### src/rtl/sar_seq_pkg.sv
// Shared definitions for the SAR ADC sequencer: FSM state encodings and
// the watchdog counter width.
package sar_seq_pkg;

  localparam logic [2:0] ST_IDLE      = 3'd0;
  localparam logic [2:0] ST_WAIT_TICK = 3'd1;
  localparam logic [2:0] ST_START     = 3'd2;
  localparam logic [2:0] ST_CONV      = 3'd3;
  localparam logic [2:0] ST_ACCUM     = 3'd4;

  typedef enum logic [2:0] {
    IDLE      = ST_IDLE,
    WAIT_TICK = ST_WAIT_TICK,
    START     = ST_START,
    CONV      = ST_CONV,
    ACCUM     = ST_ACCUM
  } state_t;

  localparam int WD_W = 8;

endpackage

### src/rtl/sar_period_timer.sv
// Trigger period down-counter: reloads from period after reaching zero and
// is held at period while the sequencer is not enabled.
module sar_period_timer #(
  parameter int PERIOD_W = 16
) (
  input  logic                f100m_clk,
  input  logic                rst,
  input  logic                enable,
  input  logic [PERIOD_W-1:0] period,
  output logic                tick
);

  logic [PERIOD_W-1:0] count;

  always_ff @(posedge f100m_clk or posedge rst) begin
    if (rst) begin
      count <= '0;
    end else if (!enable || count == '0) begin
      count <= period;
    end else begin
      count <= count - PERIOD_W'(1);
    end
  end

  // period = 0 keeps count at zero, so the tick fires every enabled cycle.
  assign tick = enable && (count == '0);

endmodule

### src/rtl/sar_sequencer.sv
// SAR ADC control stage: periodic start requests, conversion tracking with
// a watchdog, oversampling average and a valid/ready result port.
module sar_sequencer
  import sar_seq_pkg::*;
#(
  parameter int NSTEP    = 10,
  parameter int OSR_LOG2 = 2,
  parameter int PERIOD_W = 16,
  parameter int TIMEOUT  = 64
) (
  input  logic                f100m_clk,
  input  logic                rst,
  input  logic                enable,
  input  logic [PERIOD_W-1:0] period,
  input  logic                clear,
  output logic                sar_soc,
  input  logic                sar_eoc,
  input  logic                sar_err,
  input  logic                sar_warn,
  input  logic [NSTEP-1:0]    sar_code,
  output logic [NSTEP-1:0]    data,
  output logic                data_valid,
  input  logic                data_ready,
  output logic                flag_err,
  output logic                flag_timeout,
  output logic                flag_ovr,
  output logic                flag_miss,
  output logic                busy
);

  localparam int ACC_W = NSTEP + OSR_LOG2;
  localparam int CNT_W = OSR_LOG2 + 1;
  localparam logic [CNT_W-1:0] CNT_LAST = CNT_W'((1 << OSR_LOG2) - 1);
  localparam logic [WD_W-1:0]  WD_LAST  = WD_W'(TIMEOUT - 1);

  state_t           state;
  logic [ACC_W-1:0] acc;
  logic [ACC_W-1:0] sum;
  logic [CNT_W-1:0] count;
  logic [NSTEP-1:0] code;
  logic [WD_W-1:0]  wd;
  logic             bad;
  logic             tick;

  sar_period_timer #(
    .PERIOD_W (PERIOD_W)
  ) u_timer (
    .f100m_clk (f100m_clk),
    .rst       (rst),
    .enable    (enable),
    .period    (period),
    .tick      (tick)
  );

  assign sum = acc + ACC_W'(code);

  always_ff @(posedge f100m_clk or posedge rst) begin
    if (rst) begin
      state        <= IDLE;
      sar_soc      <= 1'b0;
      data         <= '0;
      data_valid   <= 1'b0;
      flag_err     <= 1'b0;
      flag_timeout <= 1'b0;
      flag_ovr     <= 1'b0;
      flag_miss    <= 1'b0;
      busy         <= 1'b0;
      acc          <= '0;
      count        <= '0;
      code         <= '0;
      wd           <= '0;
      bad          <= 1'b0;
    end else begin
      if (data_valid && data_ready) data_valid <= 1'b0;
      if (tick && state != IDLE && state != WAIT_TICK) flag_miss <= 1'b1;
      // Free-running; only meaningful in START/CONV, where entry clears it.
      wd <= wd + WD_W'(1);

      case (state)
        IDLE: begin
          if (enable) state <= WAIT_TICK;
        end

        WAIT_TICK: begin
          if (tick) begin
            state   <= START;
            sar_soc <= 1'b1;
            busy    <= 1'b1;
            wd      <= '0;
          end else if (!enable) begin
            state <= IDLE;
            acc   <= '0;
            count <= '0;
          end
        end

        START: begin
          if (!sar_eoc) begin
            state   <= CONV;
            sar_soc <= 1'b0;
            wd      <= '0;
            bad     <= 1'b0;
          end else if (wd == WD_LAST) begin
            state        <= WAIT_TICK;
            sar_soc      <= 1'b0;
            busy         <= 1'b0;
            flag_timeout <= 1'b1;
            acc          <= '0;
            count        <= '0;
          end
        end

        CONV: begin
          bad <= bad | sar_err | sar_warn;
          if (sar_eoc) begin
            state <= ACCUM;
            code  <= sar_code;
          end else if (wd == WD_LAST) begin
            state        <= WAIT_TICK;
            busy         <= 1'b0;
            flag_timeout <= 1'b1;
            acc          <= '0;
            count        <= '0;
          end
        end

        ACCUM: begin
          state <= enable ? WAIT_TICK : IDLE;
          busy  <= 1'b0;
          if (bad) begin
            flag_err <= 1'b1;
            acc      <= '0;
            count    <= '0;
          end else if (count == CNT_LAST) begin
            data       <= sum[ACC_W-1:OSR_LOG2];
            data_valid <= 1'b1;
            if (data_valid && !data_ready) flag_ovr <= 1'b1;
            acc        <= '0;
            count      <= '0;
          end else if (!enable) begin
            acc   <= '0;
            count <= '0;
          end else begin
            acc   <= sum;
            count <= count + CNT_W'(1);
          end
        end

        default: state <= IDLE;
      endcase

      // NOTE: the last non-blocking assignment to a register in a block wins,
      // so placing clear after every set gives it priority in the same cycle.
      if (clear) begin
        flag_err     <= 1'b0;
        flag_timeout <= 1'b0;
        flag_ovr     <= 1'b0;
        flag_miss    <= 1'b0;
      end
    end
  end

endmodule

### config.mk
export PLATFORM = sky130hd
export DESIGN_NAME = sar_sequencer
export DESIGN_NICKNAME = d
export VERILOG_FILES = /design/src/rtl/sar_seq_pkg.sv /design/src/rtl/sar_period_timer.sv /design/src/rtl/sar_sequencer.sv
export SDC_FILE = /design/constraint.sdc
export NUM_CORES = 1
export LEC_CHECK = 0
export CORE_MARGIN = 1.5
export CORE_UTILIZATION = 54
export DETAILED_ROUTE_END_ITERATION = 6
export PLACE_DENSITY = 0.75
export SYNTH_ARGS = -nofsm -noshare
export SYNTH_HDL_FRONTEND = slang
export SYNTH_SLANG_ARGS = --single-unit
export TNS_END_PERCENT = 1
### constraint.sdc
create_clock -name f100m_clk -period 3.5 [get_ports f100m_clk]
set_input_delay 0.525 -clock f100m_clk [delete_from_list [all_inputs] [get_ports f100m_clk]]
set_output_delay 0.525 -clock f100m_clk [all_outputs]
set_load 0.1 [all_outputs]
==> results.md <==
| Parameter | Value | Unit |
| --- | --- | --- |
| Status | finished with violations | - |
| Violations in the final reports | design-rule violations | - |
| Overall overflow remaining after global route | 0 | - |
| Top FF cell, synth | sky130_fd_sc_hd__dfrtp_1 | - |
| Async SR Flop Fraction | 1.00 | - |
| Instance count of the mapped netlist | 361 | - |
| Final nets | 465 | - |
| Number of antenna violations at the first check in global routing | 0 | - |
| Area leader, netlist | sky130_fd_sc_hd__dfrtp_1 | - |
| HPWL after detailed placement | 5330 | µm |
| TritonCTS clock tree | yes | - |
| Standby leakage power | 1.95 | nW |
| Clock transition at path regs | 0.08 | ns |
| Post-CTS setup repair buffer count | 0 | - |
| Peak-usage layer in the global routing report | met2 | - |
| Cell family contributing the most delay on the critical path | compound AO/OA/AOI/OAI gates | - |
| Max Fanout on Critical Path | 4 | - |
| R2r worst-path depth | 8 | - |
| Cells traversed along the worst timing path | ha_1, inv_1, fa_1, nor2b_1, o211ai_1, a2111oi_0, nor3_1, a211o_1 | - |
| Via count normalized by instance count | 5.69 | - |
| Max-cap check violation count | 0 | - |
| Count of unique library cells instantiated by Yosys | 58 | - |
| Relative contribution of the clock network to total power | 0.383 | - |
| Relative max-transition margin | 0.310 | - |
| Mean post-synth cell area | 10.2 | µm² |
| Classification of the worst-slack hold path | reg2reg | - |
| Power Density | 458 | mW/mm² |
| Clock sink total | 70 | - |
| Area of the mapped netlist | 0.00367 | mm² |
| Share of synthesized cell area in full adder, half adder and majority cells | 0.0560 | - |
| Wire length of the first global-routing pass | 12900 | µm |
| Final setup viols | 0 | - |
| RSZ-0062 raised after global routing | no | - |
| Combinational family with the most area after synthesis | simple AND/OR/NAND/NOR gates | - |
| Internal Power | 1.53 | mW |
| Data arrival time at the worst-slack endpoint | 2.96 | ns |
| Wirelength, routed | 7450 | µm |
| Crit. End Element | flop | - |
| Type of origin of the critical path | flop | - |
| Synth top area share | 0.478 | - |
| # fillers | 484 | - |
| Skew final | 0.00824 | ns |
| Count of port buffers added during placement | 50 | - |
| Period minus WS final | 2.72 | ns |
| Required time of the critical path | 3.74 | ns |
| Fraction of final layout cells sized beyond drive strength 1 | 0.124 | - |
| Total via count in the routed design | 2829 | - |
| Peak clock frequency supported by timing | 367 | MHz |
| IR Drop Worst-Case VDD | 0.262 | mV |
| Register Area | 0.00175 | mm² |
| Routing usage on met1 | 0.291 | - |
| Synth Register Bits | 70 | - |
| Number of gates resized after CTS | 0 | - |
| Tightest Pin Transition | 1.01 | ns |
| Xor/xnor cell area share of the yosys netlist | 0.0549 | - |
| Met3 usage in global routing | 0.0584 | - |
| Area fraction in compound gates after synthesis | 0.162 | - |
| Routed length per placed instance | 15.0 | µm |
| Power spent charging and discharging nets | 0.525 | mW |
| Global routing usage summed across all routing layers | 0.227 | - |
| Net switching share of the total power | 0.255 | - |
| Worst hold path stage count | 2 | - |
| Die width | 85.4 | µm |
| Final Cycle Share | 0.778 | - |
| Effective utilization at floorplan | 0.568 | - |
| Largest net degree at the start of global routing | 28 | - |
| Number of antenna repair diodes | 0 | - |
| Logic depth of the worst setup path including buffers | 8 | - |
| Detailed-routing iteration count for the pre-antenna-repair pass | 7 | - |
| CTS root buf | sky130_fd_sc_hd__clkbuf_8 | - |
| Number of global-route vias before repair | 2781 | - |
| RePlAce Congestion | 0.888 | - |
| Core area | 0.00646 | mm² |
| Count of standard-cell rows | 29 | - |
| Net Count, Synth | 410 | - |
| Critical path start-end classification | reg2reg | - |
| Top area cells in the synthesized netlist | sky130_fd_sc_hd__dfrtp_1 (48%), sky130_fd_sc_hd__ha_1 (4.8%), sky130_fd_sc_hd__mux2_2 (4.3%) | - |
| Warning count from the yosys run | 0 | - |
| Floorplan die area | 0.00729 | mm² |
| Number of flops mapped to enable cells by yosys | 0 | - |
| Area growth from synthesis to layout | 22.2 | % |
| Iteration-0 DRC count of the detailed router | 166 | - |
| Sequential element share of the synthesized area | 0.478 | - |
| Remaining routing DRC violations | 3 | - |
| Max stage delay cell, worst path | sky130_fd_sc_hd__a2111oi_0 | - |
| I/O pin count | 51 | - |
| Mux share of post-synthesis cell area | 0.0430 | - |
| Hold buffer count at CTS | 0 | - |
| Antenna violation net count after detailed routing | 0 | - |
| Pins Over Slew Limit | 0 | - |
| Part of the power in combinational logic | 0.147 | - |
| GR Util met2 | 0.364 | - |
| Number of hold violations in the final report | 0 | - |
| Critical path buffer and inverter count | 1 | - |
| Post-Synth Simple-Gate Area | 0.175 | - |
| Later-pin clock latency in the skew report | 0.35 | ns |
| DIE HEIGHT | 85.4 | µm |
| Final core utilization | 0.694 | - |
| Setup TNS | 0 | ns |
| Critical Path Max Stage Delay | 0.92 | ns |
| Combined area of the multi-input logic cells | 0.00180 | mm² |
| Clk buf depth | 2 | - |
| H-tree depth reported by CTS | 3 | - |
| Portion of total power attributed to sequential cells | 0.470 | - |
| Clock buffer count from CTS | 9 | - |
metrics by stage:
| step | instance area (µm²) | setup WS (ns) | hold WS [ns] | power (mW) | std cells |
|---|---|---|---|---|---|
| global route | 4480 | 0.453 | 0.508 | 2.16 | 497 |
| finish | 4480 | 0.776 | 0.483 | 2.05 | 497 |
| floorplan | 3670 | 1.09 | 0.450 | 1.18 | 361 |
| detailed placement | 4240 | 0.831 | 0.472 | 1.28 | 482 |
| CTS | 4480 | 0.820 | 0.489 | 2.07 | 497 |
| global placement | 4240 | 0.946 | 0.461 | 1.27 | 482 |
cells in the final DEF, fill, tap and decap left out, types with 3 or more instances in the layout:
cell / count
sky130_fd_sc_hd__dfrtp_1: 70
sky130_fd_sc_hd__clkdlybuf4s50_1: 50
sky130_fd_sc_hd__nand2_1: 39
sky130_fd_sc_hd__nor2_1: 35
sky130_fd_sc_hd__o21ai_0: 22
sky130_fd_sc_hd__xnor2_1: 15
sky130_fd_sc_hd__a21oi_1: 14
sky130_fd_sc_hd__mux2_2: 14
sky130_fd_sc_hd__ha_1: 14
sky130_fd_sc_hd__inv_1: 12
sky130_fd_sc_hd__clkbuf_8: 10
sky130_fd_sc_hd__nand3_1: 9
sky130_fd_sc_hd__nor3_1: 9
sky130_fd_sc_hd__xor2_1: 8
sky130_fd_sc_hd__and2_1: 6
sky130_fd_sc_hd__a22o_1: 6
sky130_fd_sc_hd__buf_4: 6
sky130_fd_sc_hd__nor2b_1: 5
sky130_fd_sc_hd__a211oi_1: 4
sky130_fd_sc_hd__o21a_1: 3
sky130_fd_sc_hd__nand3b_1: 3
sky130_fd_sc_hd__nand2b_1: 3
sky130_fd_sc_hd__or3_1: 3
sky130_fd_sc_hd__a32o_1: 3
sky130_fd_sc_hd__a31o_2: 3
sky130_fd_sc_hd__o22ai_1: 3
sky130_fd_sc_hd__a31oi_1: 3
sky130_fd_sc_hd__bufinv_16: 3
worst min-delay path: stages, from the launching register on:
cell and delay, ns:
sky130_fd_sc_hd__dfrtp_1 0.35, sky130_fd_sc_hd__nand2_1 0.05, sky130_fd_sc_hd__o21ai_0 0.06
power groups by stage:
stage,combinational (mW),sequential [mW],clock [mW]
after global placement,0.291,0.975,0
final,0.302,0.966,0.786
after global routing,0.344,0.978,0.837
after detailed placement,0.298,0.979,0
after CTS,0.305,0.964,0.801
after floorplan,0.217,0.961,0
routing by layer:
layer,up-vias,part of all wire
met5,-,0
met4,0,0.025
met3,19,0.044
met2,62,0.48
met1,1349,0.45
li1,1399,-
layout make-up:
class	instances	share of cell area
Clock buffer	11	0.0316
Clock inverter	4	0.0212
Inverter	13	0.0109
Multi-Input combinational cell	266	0.402
Sequential cell	70	0.391
Tap cell	77	0.0215
Timing Repair Buffer	56	0.122
worst paths after layout:
kind / from / to / slack [ns]
hold / removal: data[0]$_DFFE_PP0P_ / data[0]$_DFFE_PP0P_ / 0.48
min in group asynchronous: rst / count[0]$_DFFE_PP0P_ / 0.55
setup / recovery: acc[0]$_DFFE_PP0P_ / acc[10]$_DFFE_PP0P_ / 0.78
max in group asynchronous: rst / count[2]$_DFFE_PP0P_ / 2.27
setup reg to reg: acc[0]$_DFFE_PP0P_ / acc[10]$_DFFE_PP0P_ / 0.78
hold reg to reg: data[0]$_DFFE_PP0P_ / data[0]$_DFFE_PP0P_ / 0.48
sequential cells by signal, summed over array words and instances (netlist names):
name           flops
data              10
busy               1
state              3
flag_miss          1
sar_soc            1
bad                1
flag_err           1
wd                 8
flag_ovr           1
count              3
flag_timeout       1
code              10
u_timer.count     16
acc               12
data_valid         1
kinds of logic after synthesis:
kind of cell / Yosys count
AND/OR/NAND/NOR: 130
AO/OA/AOI/OAI: 83
flip-flops: 70
buffers and inverters: 25
XOR/XNOR: 23
adder cells (fa/ha/maj): 16
multiplexers: 14
Yosys cell counts, types with 2 or more instances:
cell type / n
sky130_fd_sc_hd__or2_2: 2
sky130_fd_sc_hd__a211oi_1: 4
sky130_fd_sc_hd__and3_1: 2
sky130_fd_sc_hd__nand3b_1: 3
sky130_fd_sc_hd__or3_2: 2
sky130_fd_sc_hd__nand2b_1: 3
sky130_fd_sc_hd__or3_4: 2
sky130_fd_sc_hd__xor2_1: 8
sky130_fd_sc_hd__inv_1: 13
sky130_fd_sc_hd__nor2_1: 35
sky130_fd_sc_hd__xnor2_1: 15
sky130_fd_sc_hd__ha_1: 14
sky130_fd_sc_hd__nor3_1: 9
sky130_fd_sc_hd__nand3_1: 9
sky130_fd_sc_hd__a2111oi_0: 2
sky130_fd_sc_hd__o21ai_1: 2
sky130_fd_sc_hd__a32o_1: 3
sky130_fd_sc_hd__nor3b_1: 2
sky130_fd_sc_hd__nor4_1: 2
sky130_fd_sc_hd__or3_1: 3
sky130_fd_sc_hd__a21oi_1: 14
sky130_fd_sc_hd__a31oi_1: 3
sky130_fd_sc_hd__nor2b_1: 5
sky130_fd_sc_hd__o22ai_1: 3
sky130_fd_sc_hd__o21ai_2: 2
sky130_fd_sc_hd__dfrtp_1: 70
sky130_fd_sc_hd__a31o_2: 3
sky130_fd_sc_hd__nand2_1: 39
sky130_fd_sc_hd__buf_6: 2
sky130_fd_sc_hd__a22o_1: 6
sky130_fd_sc_hd__o211ai_1: 2
sky130_fd_sc_hd__o21a_1: 3
sky130_fd_sc_hd__clkbuf_1: 6
sky130_fd_sc_hd__a221o_1: 2
sky130_fd_sc_hd__buf_2: 4
sky130_fd_sc_hd__o21ai_0: 22
sky130_fd_sc_hd__and2_1: 6
sky130_fd_sc_hd__mux2_2: 14
No activity file was read; power rests on OpenSTA's default activity.
